[src/rtl/dmi_seq_pkg.sv]
// Shared types and encodings for the DMI request sequencer: DMI ops,
// response codes, TileLink opcodes and the sequencer state.
package dmi_seq_pkg;

  typedef enum logic [1:0] {
    OP_NOP   = 2'd0,
    OP_READ  = 2'd1,
    OP_WRITE = 2'd2
  } dmi_op_e;

  typedef enum logic [1:0] {
    RESP_OK     = 2'd0,
    RESP_FAILED = 2'd2
  } dmi_resp_e;

  localparam logic [2:0] TL_GET     = 3'd4;
  localparam logic [2:0] TL_PUTFULL = 3'd0;
  localparam logic [2:0] TL_ACK     = 3'd0;
  localparam logic [2:0] TL_ACKDATA = 3'd1;

  typedef enum logic [1:0] {
    ST_IDLE,
    ST_SEND_A,
    ST_WAIT_D,
    ST_RESP
  } state_e;

  // The reserved encoding behaves exactly like a nop.
  function automatic dmi_op_e decode_op(input logic [1:0] raw);
    case (raw)
      2'd1:    return OP_READ;
      2'd2:    return OP_WRITE;
      default: return OP_NOP;
    endcase
  endfunction

endpackage

[src/rtl/dmi_timeout_counter.sv]
// Bus-transaction watchdog: counts enabled cycles since the last clear and
// flags the final permitted cycle of a transaction.
module dmi_timeout_counter #(
  parameter int unsigned TIMEOUT_CYCLES = 255
) (
  input  logic clock,
  input  logic reset,
  input  logic clear,
  input  logic enable,
  output logic expired
);

  localparam logic [15:0] LIMIT = 16'(TIMEOUT_CYCLES - 1);

  logic [15:0] count;

  // NOTE: state registers use non-blocking assignments so every flop samples
  // pre-edge values; blocking here would create order-dependent simulation.
  always_ff @(posedge clock) begin
    if (reset || clear) begin
      count <= '0;
    end else if (enable && !expired) begin
      count <= count + 16'd1;
    end
  end

  assign expired = (count == LIMIT);

endmodule

[src/rtl/dmi_request_sequencer.sv]
// Sequences DMI requests onto a TileLink-style a/d port one transaction at a
// time, with a bus timeout and a sticky error cleared by the transport.
module dmi_request_sequencer
  import dmi_seq_pkg::*;
#(
  parameter int unsigned TIMEOUT_CYCLES = 255
) (
  input  logic        clock,
  input  logic        reset,
  input  logic        dmi_req_valid,
  output logic        dmi_req_ready,
  input  logic [1:0]  dmi_req_op,
  input  logic [6:0]  dmi_req_addr,
  input  logic [31:0] dmi_req_data,
  output logic        dmi_resp_valid,
  input  logic        dmi_resp_ready,
  output logic [31:0] dmi_resp_data,
  output logic [1:0]  dmi_resp_code,
  input  logic        dmi_clear_err,
  output logic        sticky_err,
  output logic        busy,
  output logic        tl_a_valid,
  input  logic        tl_a_ready,
  output logic [2:0]  tl_a_opcode,
  output logic [6:0]  tl_a_address,
  output logic [31:0] tl_a_data,
  input  logic        tl_d_valid,
  output logic        tl_d_ready,
  input  logic [2:0]  tl_d_opcode,
  input  logic [31:0] tl_d_data
);

  state_e      state_q, state_next;
  dmi_op_e     op_q, op_next;
  logic [6:0]  addr_q, addr_next;
  logic [31:0] data_q, data_next;
  logic [2:0]  a_opcode_q, a_opcode_next;
  logic [31:0] resp_data_q, resp_data_next;
  logic [1:0]  resp_code_q, resp_code_next;
  logic        err_set;
  logic        tmo_clear;
  logic        tmo_expired;
  logic        reply_fire;
  logic        reply_ok;
  dmi_op_e     req_op;

  dmi_timeout_counter #(.TIMEOUT_CYCLES(TIMEOUT_CYCLES)) u_timeout (
    .clock   (clock),
    .reset   (reset),
    .clear   (tmo_clear),
    .enable  (tl_d_ready),
    .expired (tmo_expired)
  );

  // Bus-facing strobes come from the state decode only, never from request inputs.
  assign dmi_req_ready  = (state_q == ST_IDLE);
  assign busy           = (state_q != ST_IDLE);
  assign tl_a_valid     = (state_q == ST_SEND_A);
  assign tl_d_ready     = (state_q == ST_SEND_A) || (state_q == ST_WAIT_D);
  assign dmi_resp_valid = (state_q == ST_RESP);
  assign tl_a_opcode    = a_opcode_q;
  assign tl_a_address   = addr_q;
  assign tl_a_data      = data_q;
  assign dmi_resp_data  = resp_data_q;
  assign dmi_resp_code  = resp_code_q;

  assign req_op = decode_op(dmi_req_op);

  // A d beat in SEND_A only counts as the reply when the a beat fires with it.
  assign reply_fire = tl_d_valid && tl_d_ready && ((state_q == ST_WAIT_D) || tl_a_ready);
  assign reply_ok   = ((op_q == OP_READ)  && (tl_d_opcode == TL_ACKDATA)) ||
                      ((op_q == OP_WRITE) && (tl_d_opcode == TL_ACK));

  // NOTE: every variable gets a default before the case so no path leaves it
  // unassigned, which would otherwise infer a latch.
  always_comb begin
    state_next     = state_q;
    op_next        = op_q;
    addr_next      = addr_q;
    data_next      = data_q;
    a_opcode_next  = a_opcode_q;
    resp_data_next = resp_data_q;
    resp_code_next = resp_code_q;
    err_set        = 1'b0;
    tmo_clear      = 1'b0;

    case (state_q)
      ST_IDLE: begin
        if (dmi_req_valid) begin
          op_next        = req_op;
          addr_next      = dmi_req_addr;
          data_next      = dmi_req_data;
          a_opcode_next  = (req_op == OP_READ) ? TL_GET : TL_PUTFULL;
          resp_data_next = '0;
          if ((req_op == OP_NOP) || sticky_err) begin
            resp_code_next = sticky_err ? RESP_FAILED : RESP_OK;
            state_next     = ST_RESP;
          end else begin
            tmo_clear  = 1'b1;
            state_next = ST_SEND_A;
          end
        end
      end
      ST_SEND_A, ST_WAIT_D: begin
        if (reply_fire) begin
          resp_code_next = reply_ok ? RESP_OK : RESP_FAILED;
          resp_data_next = (reply_ok && (op_q == OP_READ)) ? tl_d_data : '0;
          err_set        = !reply_ok;
          state_next     = ST_RESP;
        end else if (tmo_expired) begin
          resp_code_next = RESP_FAILED;
          resp_data_next = '0;
          err_set        = 1'b1;
          state_next     = ST_RESP;
        end else if ((state_q == ST_SEND_A) && tl_a_ready) begin
          state_next = ST_WAIT_D;
        end
      end
      ST_RESP: begin
        if (dmi_resp_ready) begin
          state_next = ST_IDLE;
        end
      end
      default: state_next = ST_IDLE;
    endcase
  end

  always_ff @(posedge clock) begin
    if (reset) begin
      state_q     <= ST_IDLE;
      op_q        <= OP_NOP;
      addr_q      <= '0;
      data_q      <= '0;
      a_opcode_q  <= '0;
      resp_data_q <= '0;
      resp_code_q <= '0;
      sticky_err  <= 1'b0;
    end else begin
      state_q     <= state_next;
      op_q        <= op_next;
      addr_q      <= addr_next;
      data_q      <= data_next;
      a_opcode_q  <= a_opcode_next;
      resp_data_q <= resp_data_next;
      resp_code_q <= resp_code_next;
      if (err_set) begin
        sticky_err <= 1'b1;
      end else if (dmi_clear_err) begin
        sticky_err <= 1'b0;
      end
    end
  end

endmodule
[config.mk]
export PLATFORM = sky130hd
export DESIGN_NAME = dmi_request_sequencer
export DESIGN_NICKNAME = d
export VERILOG_FILES = /design/src/rtl/dmi_seq_pkg.sv /design/src/rtl/dmi_timeout_counter.sv /design/src/rtl/dmi_request_sequencer.sv
export SDC_FILE = /design/constraint.sdc
export NUM_CORES = 1
export LEC_CHECK = 0
export ABC_AREA = 0
export BUFFER_PORTS_ARGS = -buffer_cell sky130_fd_sc_hd__clkbuf_2
export CAP_MARGIN = 5
export CORE_ASPECT_RATIO = 0.9
export CORE_UTILIZATION = 42
export DETAILED_ROUTE_END_ITERATION = 6
export HOLD_SLACK_MARGIN = 0.02
export PLACE_DENSITY = 0.69
export SETUP_SLACK_MARGIN = 0.5
export SYNTH_ARGS = -nofsm -noshare
export SYNTH_HDL_FRONTEND = slang
export SYNTH_SLANG_ARGS = --single-unit
export TNS_END_PERCENT = 1
[constraint.sdc]
create_clock -name clock -period 2.9 [get_ports clock]
set_clock_uncertainty 0.15 [all_clocks]
set_input_delay 0.435 -clock clock [delete_from_list [all_inputs] [get_ports clock]]
set_output_delay 0.435 -clock clock [all_outputs]
set_load 0.005 [all_outputs]
==> Yosys cells after proc, flatten, opt, wreduce, memory -nomap -nowiden <==
Cells that the tools add are included.
{ "word_totals": {"regBits": 97, "in_bits": 83, "out_inout_bits": 82, "elab_cells": 79} }
{ "op_classes": {"add_sub_neg": 1, "eq_ne": 15, "muxes": 29, "reduce_logical": 25} }
{ "op_table": {"columns": ["cell", "count"], "rows": [
  ["$mux W32", 4],
  ["$pmux W32 S2", 1],
  ["$mux W2", 12],
  ["$add A16 B1 Y16 const B", 1],
  ["$eq A16 B8 Y1 const B", 1],
  ["$eq A2 B1 Y1 const B", 4],
  ["$eq A2 B2 Y1 const B", 4],
  ["$mux W1", 8],
  ["$pmux W2 S2", 2],
  ["$logic_and A1 B1 Y1", 7],
  ["$pmux W2 S3", 1],
  ["$reduce_and A3 Y1", 2],
  ["$reduce_bool A2 Y1", 3],
  ["$logic_or A1 B1 Y1", 5],
  ["$logic_not A2 Y1", 2],
  ["$ne A2 B1 Y1 const B", 2],
  ["$ne A4 B3 Y1 const B", 1],
  ["$reduce_and A4 Y1", 1],
  ["$eq A3 B1 Y1 const B", 1],
  ["$logic_not A3 Y1", 1],
  ["$mux W3", 1],
  ["$ne A3 B2 Y1 const B", 1],
  ["$logic_not A1 Y1", 2],
  ["$ne A2 B2 Y1 const B", 1],
  ["2 further kinds", 2]
]} }

==> Longest topological paths before layout <==
Gate-level depths: netlist of run 1.
{ "depth": {"ltp_word": 8, "depth_mapped": 8, "depth_no_buf": 6} }

==> Modules after synthesis <==
Synthesis of run 1 repeated with hierarchy kept, for this count alone.
{ "unflattened": {"cells_unflattened": 479, "area_unflattened_um2": 3890.0} }
{ "modules_own_cells": {"columns": ["module", "instances", "cells_per_inst", "area_each_um2", "seq_area_each_um2"], "rows": [
  ["dmi_request_sequencer", 1, 381, 3051.7, 1541.5],
  ["dmi_timeout_counter", 1, 98, 838.3, 320.3]
]} }

==> Worst setup path before layout of run 1 <==
Ideal clock, no wire load.
{ "synth_timing": {"path_kind": "flip-flop to flip-flop", "from": "register state_q[0]", "to": "register u_timeout.count[11]", "setup_ns": 0.070, "t_arrival_ns": 1.970, "required_time_ns": 2.680, "setup_slack_ns": 0.710, "stages_incl_launch_ff": 8, "path_buffers": 2, "synth_period_minus_slack_ns": 2.190, "cell_sequence": "dfxtp_1 -> inv_1 -> ha_1 -> clkbuf_1 -> nand3_1 -> clkbuf_1 -> or4_2 -> a21oi_1"} }
{ "synth_between": {"elab_chain_cells": 3, "elab_cells_between_ends": 7, "cone_classes": "eq/ne (2); mux (1); reduce/logical (4)"} }
{ "synth_rtl": {"columns": ["element", "line", "text"], "rows": [
  ["from (decl)", "dmi_request_sequencer.sv:33", "state_e state_q, state_next;"],
  ["from (signal assigned)", "dmi_request_sequencer.sv:139", "state_q <= state_next;"],
  ["$eq A2 B1 Y1 / $eq A2 B2 Y1 (equally long branches)", "dmi_request_sequencer.sv:59", "assign tl_d_ready = (state_q == ST_SEND_A) || (state_q == ST_WAIT_D);"],
  ["$logic_or A1 B1 Y1 (*)", "dmi_request_sequencer.sv:59", null],
  ["net tl_d_ready", "dmi_request_sequencer.sv:28", "output logic tl_d_ready,"],
  ["$logic_and A1 B1 Y1 (*)", "dmi_timeout_counter.sv:22", "end else if (enable && !expired) begin"],
  ["to (signal assigned)", "dmi_timeout_counter.sv:23", "count <= count + 16'd1;"],
  ["to (decl)", "dmi_timeout_counter.sv:15", "logic [15:0] count;"]
]} }
The timed path passes the listed nets; every way through them passes the cells marked *.
A chain may end at the register's enable or synchronous reset.

==> Worst setup path in the final report of run 1 <==
{ "layout_timing": {"from": "register state_q[0]", "to": "register resp_data_q[13], in the netlist dmi_resp_data[13]"} }
{ "layout_between": {"elab_chain_cells": 6, "elab_cells_between_ends": 14, "cone_classes": "eq/ne (4); mux (2); reduce/logical (8)"} }
{ "layout_rtl": {"columns": ["element", "line", "text"], "rows": [
  ["$eq A2 B1 Y1 / $eq A2 B2 Y1 (equally long branches)", "dmi_request_sequencer.sv:59, dmi_request_sequencer.sv:87, dmi_request_sequencer.sv:70", null],
  ["$logic_or A1 B1 Y1", "dmi_request_sequencer.sv:59", null],
  ["$logic_and A1 B1 Y1 (2 in series)", "dmi_request_sequencer.sv:70", "assign reply_fire = tl_d_valid && tl_d_ready && ((state_q == ST_WAIT_D) || tl_a_ready);"],
  ["$ne A3 B2 Y1 (no line) / $mux W32 (equally long branches)", null, null],
  ["$reduce_and A3 Y1 (no line) / $pmux W32 S2 (equally long branches)", null, null],
  ["to (signal assigned)", "dmi_request_sequencer.sv:144", "resp_data_q <= resp_data_next;"],
  ["to (decl)", "dmi_request_sequencer.sv:38", "logic [31:0] resp_data_q, resp_data_next;"]
]} }
Parallel ways exist; a longest one is shown, timed or not.

==> reports/qor_table.md, run 1 <==
| Parameter | Value |
| --- | --- |
| Post-route fraction of the period consumed by the critical path | 80.1% |
| Via density | 4.99 |
| Fraction of met2 tracks used by global routing | 35.5% |
| Cell chosen for the clock root | sky130_fd_sc_hd__clkbuf_8 |
| Buffer count from post-CTS setup fixing | 0 |
| Maximum level of the CTS H-tree | 3 |
| Max_cap viols | 0 |
| Setup tns final | 0 ps |
| Multiplexer area fraction after synthesis | 8.72% |
| Power Dens Cells | 705 mW/mm^2 |
| Iteration count of the initial detailed-routing pass | 4 |
| Final number of max-transition violations | 0 |
| Count of endpoints failing hold in the final timing report | 0 |
| Count of distinct cell types in the synthesized netlist | 48 |
| Fin crit period | 2320 ps |
| Sequential element share of the synthesized area | 46.2% |
| Number of antenna cells inserted | 0 |
| Placed standard-cell area | 0.00490 sq mm |
| Worst slew pin tran | 741 ps |
| Achievable clock frequency | 431 MHz |
| Total Die Area | 0.0100 sq mm |
| Required arrival time at the worst endpoint | 3050 ps |
| Number of design rule violations left after detail routing | 0 |
| Arithmetic-cell share of the synthesized area counting full adders, half adders and majority gates | 2.79% |
| Final non-filler cell total | 747 |
| Gpl congestion | 0.797 |
| Main combinational cell family by area after synthesis | simple AND/OR/NAND/NOR gates |
| Type of element capturing the critical path | register |
| Number of flops mapped to enable cells by yosys | 0 |
| Final Routed Wirelength | 9880 um |
| Number of global-route vias before repair | 3490 |
| Aggregate global routing overflow | 0 |
| Gate count after technology mapping | 472 |
| Worst flop-to-flop path startpoint | state_q[0]$_SDFFE_PP0P_ |
| Final HPWL DP | 6990 um |
| Area inside the core boundary | 0.00921 sq mm |
| Most used routing layer in global routing | met2 |
| Number of placement rows | 33 |
| Global Route met3 Usage | 6.14% |
| Starting density of the core | 43.8% |
| Setup-violating endpoint count in the final report | 0 |
| Die width | 105 um |
| Post-synthesis simple-gate area fraction | 25.0% |
| Longest Clk Path Bufs | 2 |
| Highest ir drop seen on vdd | 349 uV |
| Count of warnings emitted by yosys | 0 |
| Wire length of the first global-routing pass | 15800 um |
| Worst min-delay path class | primary input to register |
| Per-instance average area after synthesis | 8.55 sq um |
| Startpoint kind of the worst setup timing path | register |
| TritonCTS clock tree | done |
| RSZ-0062 raised after global routing | true |
| Outcome | complete, no violations |
| Pleak | 0.00230 uW |
| Arrival @ worst endpoint | 2470 ps |
| Global router's overall resource usage | 19.6% |
| Clock transition at the register clock pins on the worst setup and hold paths after CTS | 100 ps |
| Top library cells by usage in the layout, fill and taps aside | sky130_fd_sc_hd__clkbuf_2, sky130_fd_sc_hd__nand2_1, sky130_fd_sc_hd__dfxtp_1, sky130_fd_sc_hd__a21oi_1, sky130_fd_sc_hd__mux2i_1 |
| Count of placed standard cells including taps | 730 |
| Synth-to-Final Area Change | 27.7% |
| GR Util met1 | 22.1% |
| CTS sink cnt | 93 |
| Number of buffers created by CTS | 9 |
| Share of flip-flops with an asynchronous set or reset after synthesis | 0% |
| Count of input and output buffers | 161 |
| CTS Hold Bufs | 0 |
| Number of vias in the routed layout | 3729 |
| Commonest non-fill, non-tap cell in the layout | sky130_fd_sc_hd__clkbuf_2 |
| Predominant post-synthesis flop cell | sky130_fd_sc_hd__dfxtp_1 |
| Post-synthesis compound-gate area fraction | 11.8% |
| NumNets Final | 712 |
| Worst hold start | dmi_req_data[15] |
| Wire per inst | 13.2 um |
| Launch point of the worst path | state_q[0]$_SDFFE_PP0P_ |
| Final Instance Area | 0.00515 sq mm |
| Boundary pin count | 165 |
| Synth Area in XOR/XNOR | 0.217% |
| Proportion of layout cells with a drive suffix above 1 | 31.8% |
| Worst setup path category | register to register |
| Crit Path Max Fanout | 15 |
| Worst-Skew Late Latency | 360 ps |
| Height of the die | 95.0 um |
| Number of antenna violations at the first check in global routing | 0 |
| Rel. slew slack | 50.6% |
| Final hold slack | 128 ps |
| #FFs+latches synth | 93 |
| Maximum number of pins on one net before global-route repair | 80 |
| Drt initial violations | 141 |
| Post-synth design cell area | 0.00403 sq mm |
| Number of nets with antenna violations after detailed routing | 0 |
-- where the power goes --
part | switching, uW | internal (uW)
combinational | 712 | 576
clock | 464 | 405
sequential | 76.5 | 1400
total | 1250 | 2380
-- kinds of logic after synthesis --
| kind of cell | after synthesis |
|---|---|
| buffers and inverters | 46 |
| and+or+nand+nor | 205 |
| DFF | 93 |
| muxes | 35 |
| xor gates and xnor gates | 1 |
| other | 1 |
| adders and majority gates | 9 |
| AOI/OAI and AO/OA | 82 |
-- critical path, stage by stage (launching register included) --
cell	delay, ps
sky130_fd_sc_hd__dfxtp_1	400
sky130_fd_sc_hd__inv_1	110
sky130_fd_sc_hd__ha_2	370
sky130_fd_sc_hd__o211ai_1	250
sky130_fd_sc_hd__nand2_1	230
sky130_fd_sc_hd__o22ai_4	290
sky130_fd_sc_hd__clkbuf_16	260
sky130_fd_sc_hd__mux2i_1	190
-- Yosys cell counts, drive strengths merged (2+ instances only) --
library cell | number | share of area [%]
nor2 | 6 | 0.56
mux2i | 34 | 8.4
nand2b | 33 | 5.1
or3 | 4 | 0.65
inv | 11 | 1.0
a21oi | 57 | 7.2
and2 | 2 | 0.31
buf | 11 | 2.0
nand2 | 124 | 12
nand4 | 4 | 0.62
o21ai | 5 | 0.62
o211ai | 2 | 0.37
nand3 | 4 | 0.50
nor2b | 3 | 0.47
or4 | 12 | 2.5
clkbuf | 24 | 2.2
ha | 9 | 2.8
o31ai | 10 | 1.9
dfxtp | 93 | 46
nor4 | 4 | 0.99
o22ai | 2 | 0.47
-- final cells by class --
type | count | area [sq um]
Fill cell | 855 | 4060
Multi-Input combinational cell | 335 | 1990
Sequential cell | 93 | 1860
Timing Repair Buffer | 170 | 907
Tap cell | 122 | 153
Clock buffer | 10 | 128
Clock inverter | 6 | 68.8
Inverter | 11 | 41.3
-- registers in the layout (all words and copies together), names as in the netlist --
| name | count |
|---|---|
| tl_a_address | 7 |
| sticky_err | 1 |
| u_timeout.count | 16 |
| tl_a_data | 32 |
| dmi_resp_data | 32 |
| dmi_resp_code | 1 |
| state_q | 2 |
| op_q | 2 |
-- worst paths after layout --
kind | endpoint | slack [ps] | cells past startpoint
max reg2reg | dmi_resp_data[13]$_SDFFE_PP0P_ | 580 | 7
min reg2reg | tl_a_address[4]$_SDFFE_PP0P_ | 310 | 2
min | tl_a_data[15]$_SDFFE_PP0P_ | 130 | 3
max | dmi_resp_data[13]$_SDFFE_PP0P_ | 580 | 7
-- per-layer routing --
metal,part of all wire [%],vias up
li1,-,1887
met1,42,1709
met2,50,116
met3,6.3,17
met4,1.6,0
met5,0,-
-- stage by stage --
step                setup slack [ps]  total power, uW  util (%)
global route                     473             3850      55.9
global placement                 459             2660      53.3
detailed placement               347             2690      53.3
finish                           578             3630      55.9
floorplan                        710             2360         -
CTS                              483             3590      55.5
-- what timing repair did --
| item | 4_1_cts | 5_1_grt |
|---|---|---|
| pin swaps | 0 | 1 |
| hold endpoints to repair | 0 | 0 |
| endpoints found under the setup margin | 32 | 34 |
| gates resized for setup | 3 | 4 |
| gates cloned | 0 | 1 |
(Power assumes the default switching activity.)
==> run 2: changes to the inputs <==
--- a/config.mk
+++ b/config.mk
@@ -5,14 +5,14 @@
 export SDC_FILE = /design/constraint.sdc
 export NUM_CORES = 1
 export LEC_CHECK = 0
-export ABC_AREA = 0
+export ABC_AREA = 1
 export BUFFER_PORTS_ARGS = -buffer_cell sky130_fd_sc_hd__clkbuf_2
 export CAP_MARGIN = 5
 export CORE_ASPECT_RATIO = 0.9
 export CORE_UTILIZATION = 42
 export DETAILED_ROUTE_END_ITERATION = 6
 export HOLD_SLACK_MARGIN = 0.02
-export PLACE_DENSITY = 0.69
+export PLACE_DENSITY = 0.72
 export SETUP_SLACK_MARGIN = 0.5
 export SYNTH_ARGS = -nofsm -noshare
 export SYNTH_HDL_FRONTEND = slang
==> constraint.sdc (replaced) <==
create_clock -name clock -period 2.1 [get_ports clock]
set_clock_uncertainty 0.15 [all_clocks]
set_input_delay 0.315 -clock clock [delete_from_list [all_inputs] [get_ports clock]]
set_output_delay 0.315 -clock clock [all_outputs]
set_load 0.005 [all_outputs]
==> run 2 against run 1 <==
  * Sequential share of layout area down 2.3 points
  * First-iteration DRC count rose by 82%
  * Synthesized cell count rose by 28%
  * Critical path type unchanged
  * Register-to-register slack got worse by 330 ps
  * Critical path depth is 5 higher
  * Via count grew 13%
  * Highest routed layer unchanged
==> reports/qor_table.md, run 2 <==
| Parameter | Value |
| --- | --- |
| Sequential Power Share | 34.4% |
| Arrival @ worst endpoint | 2010 ps |
| Boundary pin count | 165 |
| Maximum number of pins on one net before global-route repair | 41 |
| Number of cells on the worst reg-to-reg path | 12 |
| Pre-CTS setup slack | 138 ps |
| Post-route fraction of the period consumed by the critical path | 88.3% |
| Setup-violating endpoint count in the final report | 0 |
| Synth-to-Final Area Change | 33.2% |
| Commonest non-fill, non-tap cell in the layout | sky130_fd_sc_hd__nor2_1 |
| Number of buffers created by CTS | 9 |
| Number of placement rows | 33 |
| Area inside the core boundary | 0.00933 sq mm |
| Count of endpoints failing hold in the final timing report | 0 |
| Proportion of layout cells with a drive suffix above 1 | 29.5% |
| Final non-filler cell total | 897 |
| Fin crit period | 1850 ps |
| NumNets Final | 862 |
| Max_cap viols | 0 |
| Sequential element share of the synthesized area | 45.0% |
| Commonest cells in the netlist | sky130_fd_sc_hd__nor2_1, sky130_fd_sc_hd__nand2_1, sky130_fd_sc_hd__dfxtp_1, sky130_fd_sc_hd__o21ai_0, sky130_fd_sc_hd__inv_1 |
| Top library cells by usage in the layout, fill and taps aside | sky130_fd_sc_hd__nor2_1, sky130_fd_sc_hd__clkbuf_2, sky130_fd_sc_hd__nand2_1, sky130_fd_sc_hd__dfxtp_1, sky130_fd_sc_hd__o21ai_0 |
| Hold Path Depth | 2 |
| CTS sink cnt | 93 |
| Outcome | complete, no violations |
| Fin worst setup slack | 247 ps |
| Leading cell type by number of instances after synthesis | sky130_fd_sc_hd__nor2_1 |
| Final number of max-transition violations | 0 |
| Final Routed Wirelength | 11200 um |
| Final HPWL DP | 7780 um |
| Wire per inst | 12.5 um |
| Iteration count of the initial detailed-routing pass | 4 |
| Total Die Area | 0.0102 sq mm |
| Number of nets with antenna violations after detailed routing | 0 |
| Share of flip-flops with an asynchronous set or reset after synthesis | 0% |
| Internal Power | 4320 uW |
| Count of placed standard cells including taps | 863 |
| Number of vias in the routed layout | 4219 |
| Aggregate global routing overflow | 0 |
| Global router's overall resource usage | 22.1% |
| Count of input and output buffers | 161 |
| Via density | 4.70 |
| TritonCTS clock tree | done |
| Wire length of the first global-routing pass | 18000 um |
| Cell types with the largest area share after synthesis | sky130_fd_sc_hd__dfxtp_1, sky130_fd_sc_hd__nor2_1, sky130_fd_sc_hd__nand2_1 |
| Pleak | 0.00265 uW |
| Highest ir drop seen on vdd | 652 uV |
| Predominant post-synthesis flop cell | sky130_fd_sc_hd__dfxtp_1 |
| Switching power share of the total | 42.6% |
| Number of global-route vias before repair | 3845 |
| Synth top area share | 45.0% |
| CTS Hold Bufs | 0 |
| Crit Path Max Fanout | 10 |
| Required arrival time at the worst endpoint | 2250 ps |
| Clock transition at the register clock pins on the worst setup and hold paths after CTS | 100 ps |
| Count of warnings emitted by yosys | 0 |
| Startpoint kind of the worst setup timing path | register |
| Gate count after technology mapping | 602 |
| Longest Clk Path Bufs | 2 |
| Cell type with the largest total area after synthesis | sky130_fd_sc_hd__dfxtp_1 |
| Type of element capturing the critical path | register |
| Power Dens Cells | 1370 mW/mm^2 |
| Gpl congestion | 0.861 |
| Height of the die | 96.1 um |
| Drt initial violations | 257 |
| Maximum level of the CTS H-tree | 3 |
| Per-instance average area after synthesis | 6.87 sq um |
| Switching pwr | 3210 uW |
| Number of design rule violations left after detail routing | 0 |
| Share of power burned in combinational logic | 49.1% |
| Worst-Skew Late Latency | 360 ps |
| Worst setup path category | register to register |
| RSZ-0062 raised after global routing | true |
| Share of total power in the clock network | 16.5% |
| Worst min-delay path class | primary input to register |
| Die width | 107 um |
| Count of distinct cell types in the synthesized netlist | 30 |
| Setup tns final | 0 ps |
| Number of flops mapped to enable cells by yosys | 0 |
| Cell chosen for the clock root | sky130_fd_sc_hd__clkbuf_8 |
| Number of antenna cells inserted | 0 |
| Number of antenna violations at the first check in global routing | 0 |
| Starting density of the core | 44.3% |
| Achievable clock frequency | 540 MHz |
| #FFs+latches synth | 93 |
| Post-synth design cell area | 0.00414 sq mm |
==> run 2: cell count changes after synthesis, moves of 6 or more <==
cell / before / now
sky130_fd_sc_hd__a21oi_1: 56 / 19
sky130_fd_sc_hd__clkbuf_1: 24 / 13
sky130_fd_sc_hd__inv_1: 11 / 30
sky130_fd_sc_hd__mux2i_1: 34 / 0
sky130_fd_sc_hd__nand2_1: 124 / 154
sky130_fd_sc_hd__nand2b_1: 33 / 0
sky130_fd_sc_hd__nand3_1: 4 / 10
sky130_fd_sc_hd__nor2_1: 6 / 167
sky130_fd_sc_hd__o21ai_0: 5 / 49
sky130_fd_sc_hd__o31ai_1: 10 / 0
sky130_fd_sc_hd__or4_1: 9 / 0
==> run 2: metrics by stage <==
stage	cell area [sq um]	hold slack [ps]	utilization, %	power (uW)
6_report	5510	39.5	59.0	7530
5_1_grt	5510	42.1	59.0	8200
4_1_cts	5440	32.1	58.3	7440
3_5_place_dp	5010	300	53.7	5760
3_3_place_gp	5010	304	53.7	5640
2_1_floorplan	4180	234	-	4920
==> run 2: worst paths after layout <==
path | from | endpoint | slack (ps)
worst min-delay path | reset | dmi_resp_data[31]$_SDFFE_PP0P_ | 40
worst max-delay path | state_q[0]$_SDFFE_PP0P_ | dmi_resp_data[4]$_SDFFE_PP0P_ | 250
worst min register to register | dmi_resp_data[31]$_SDFFE_PP0P_ | dmi_resp_data[31]$_SDFFE_PP0P_ | 320
worst max register to register | state_q[0]$_SDFFE_PP0P_ | dmi_resp_data[4]$_SDFFE_PP0P_ | 250
==> run 2: power groups by stage <==
stage               registers (uW)  logic (uW)  clock network, uW
finish                        2590        3700               1240
global route                  2650        4210               1350
CTS                           2590        3580               1280
detailed placement            2640        3130                  0
global placement              2610        3030                  0
floorplan                     2660        2260                  0
==> run 2: layout make-up <==
type,instances,area [sq um]
multi-input cells,444,2020
fillers,867,3820
well taps,122,153
clock inverters,5,71.3
flip-flops and latches,93,1860
inverters,35,155
repair inverters,3,36.3
clock buffers,11,141
repair buffers,184,1070
==> run 2: kinds of logic (layout without fill, tap and decap cells) <==
family / count (synthesis) / in the layout / share of synthesized area, %
buf+inv: 67 / 238 / 8.08
xor+xnor: 4 / 4 / 0.847
fa+ha+maj: 9 / 9 / 2.72
other cells: 1 / 3 / 0.0907
simple gates: 355 / 355 / 34.3
compound gates: 73 / 73 / 8.96
flops: 93 / 93 / 45.0
==> run 2: critical path: stages (launching register included) <==
cell and delay [ps]:
sky130_fd_sc_hd__dfxtp_2 350, sky130_fd_sc_hd__inv_2 60, sky130_fd_sc_hd__ha_4 290, sky130_fd_sc_hd__nand2_4 50, sky130_fd_sc_hd__nor2_4 130, sky130_fd_sc_hd__inv_4 70
sky130_fd_sc_hd__nor2_4 150, sky130_fd_sc_hd__buf_6 140, sky130_fd_sc_hd__buf_16 120, sky130_fd_sc_hd__nand2_1 50, sky130_fd_sc_hd__nand2_1 70, sky130_fd_sc_hd__nand2_1 70
sky130_fd_sc_hd__nor2_1 90
==> run 2: what timing repair did <==
| action | in CTS | in global routing |
|---|---|---|
| setup buffers | 7 | 5 |
| pin swaps | 4 | 6 |
| resized for setup | 21 | 8 |
| setup endpoints to repair | 94 | 97 |
| cloned | 6 | 0 |
==> run 2: routing by layer <==
layer / track usage (%) / vias up / share of wire (%)
met2: 39.6 / 123 / 49
met5: 0 / - / 0
met4: 4.91 / 0 / 1.4
li1: - / 2206 / -
met1: 26.6 / 1873 / 44
met3: 6.09 / 17 / 6.2
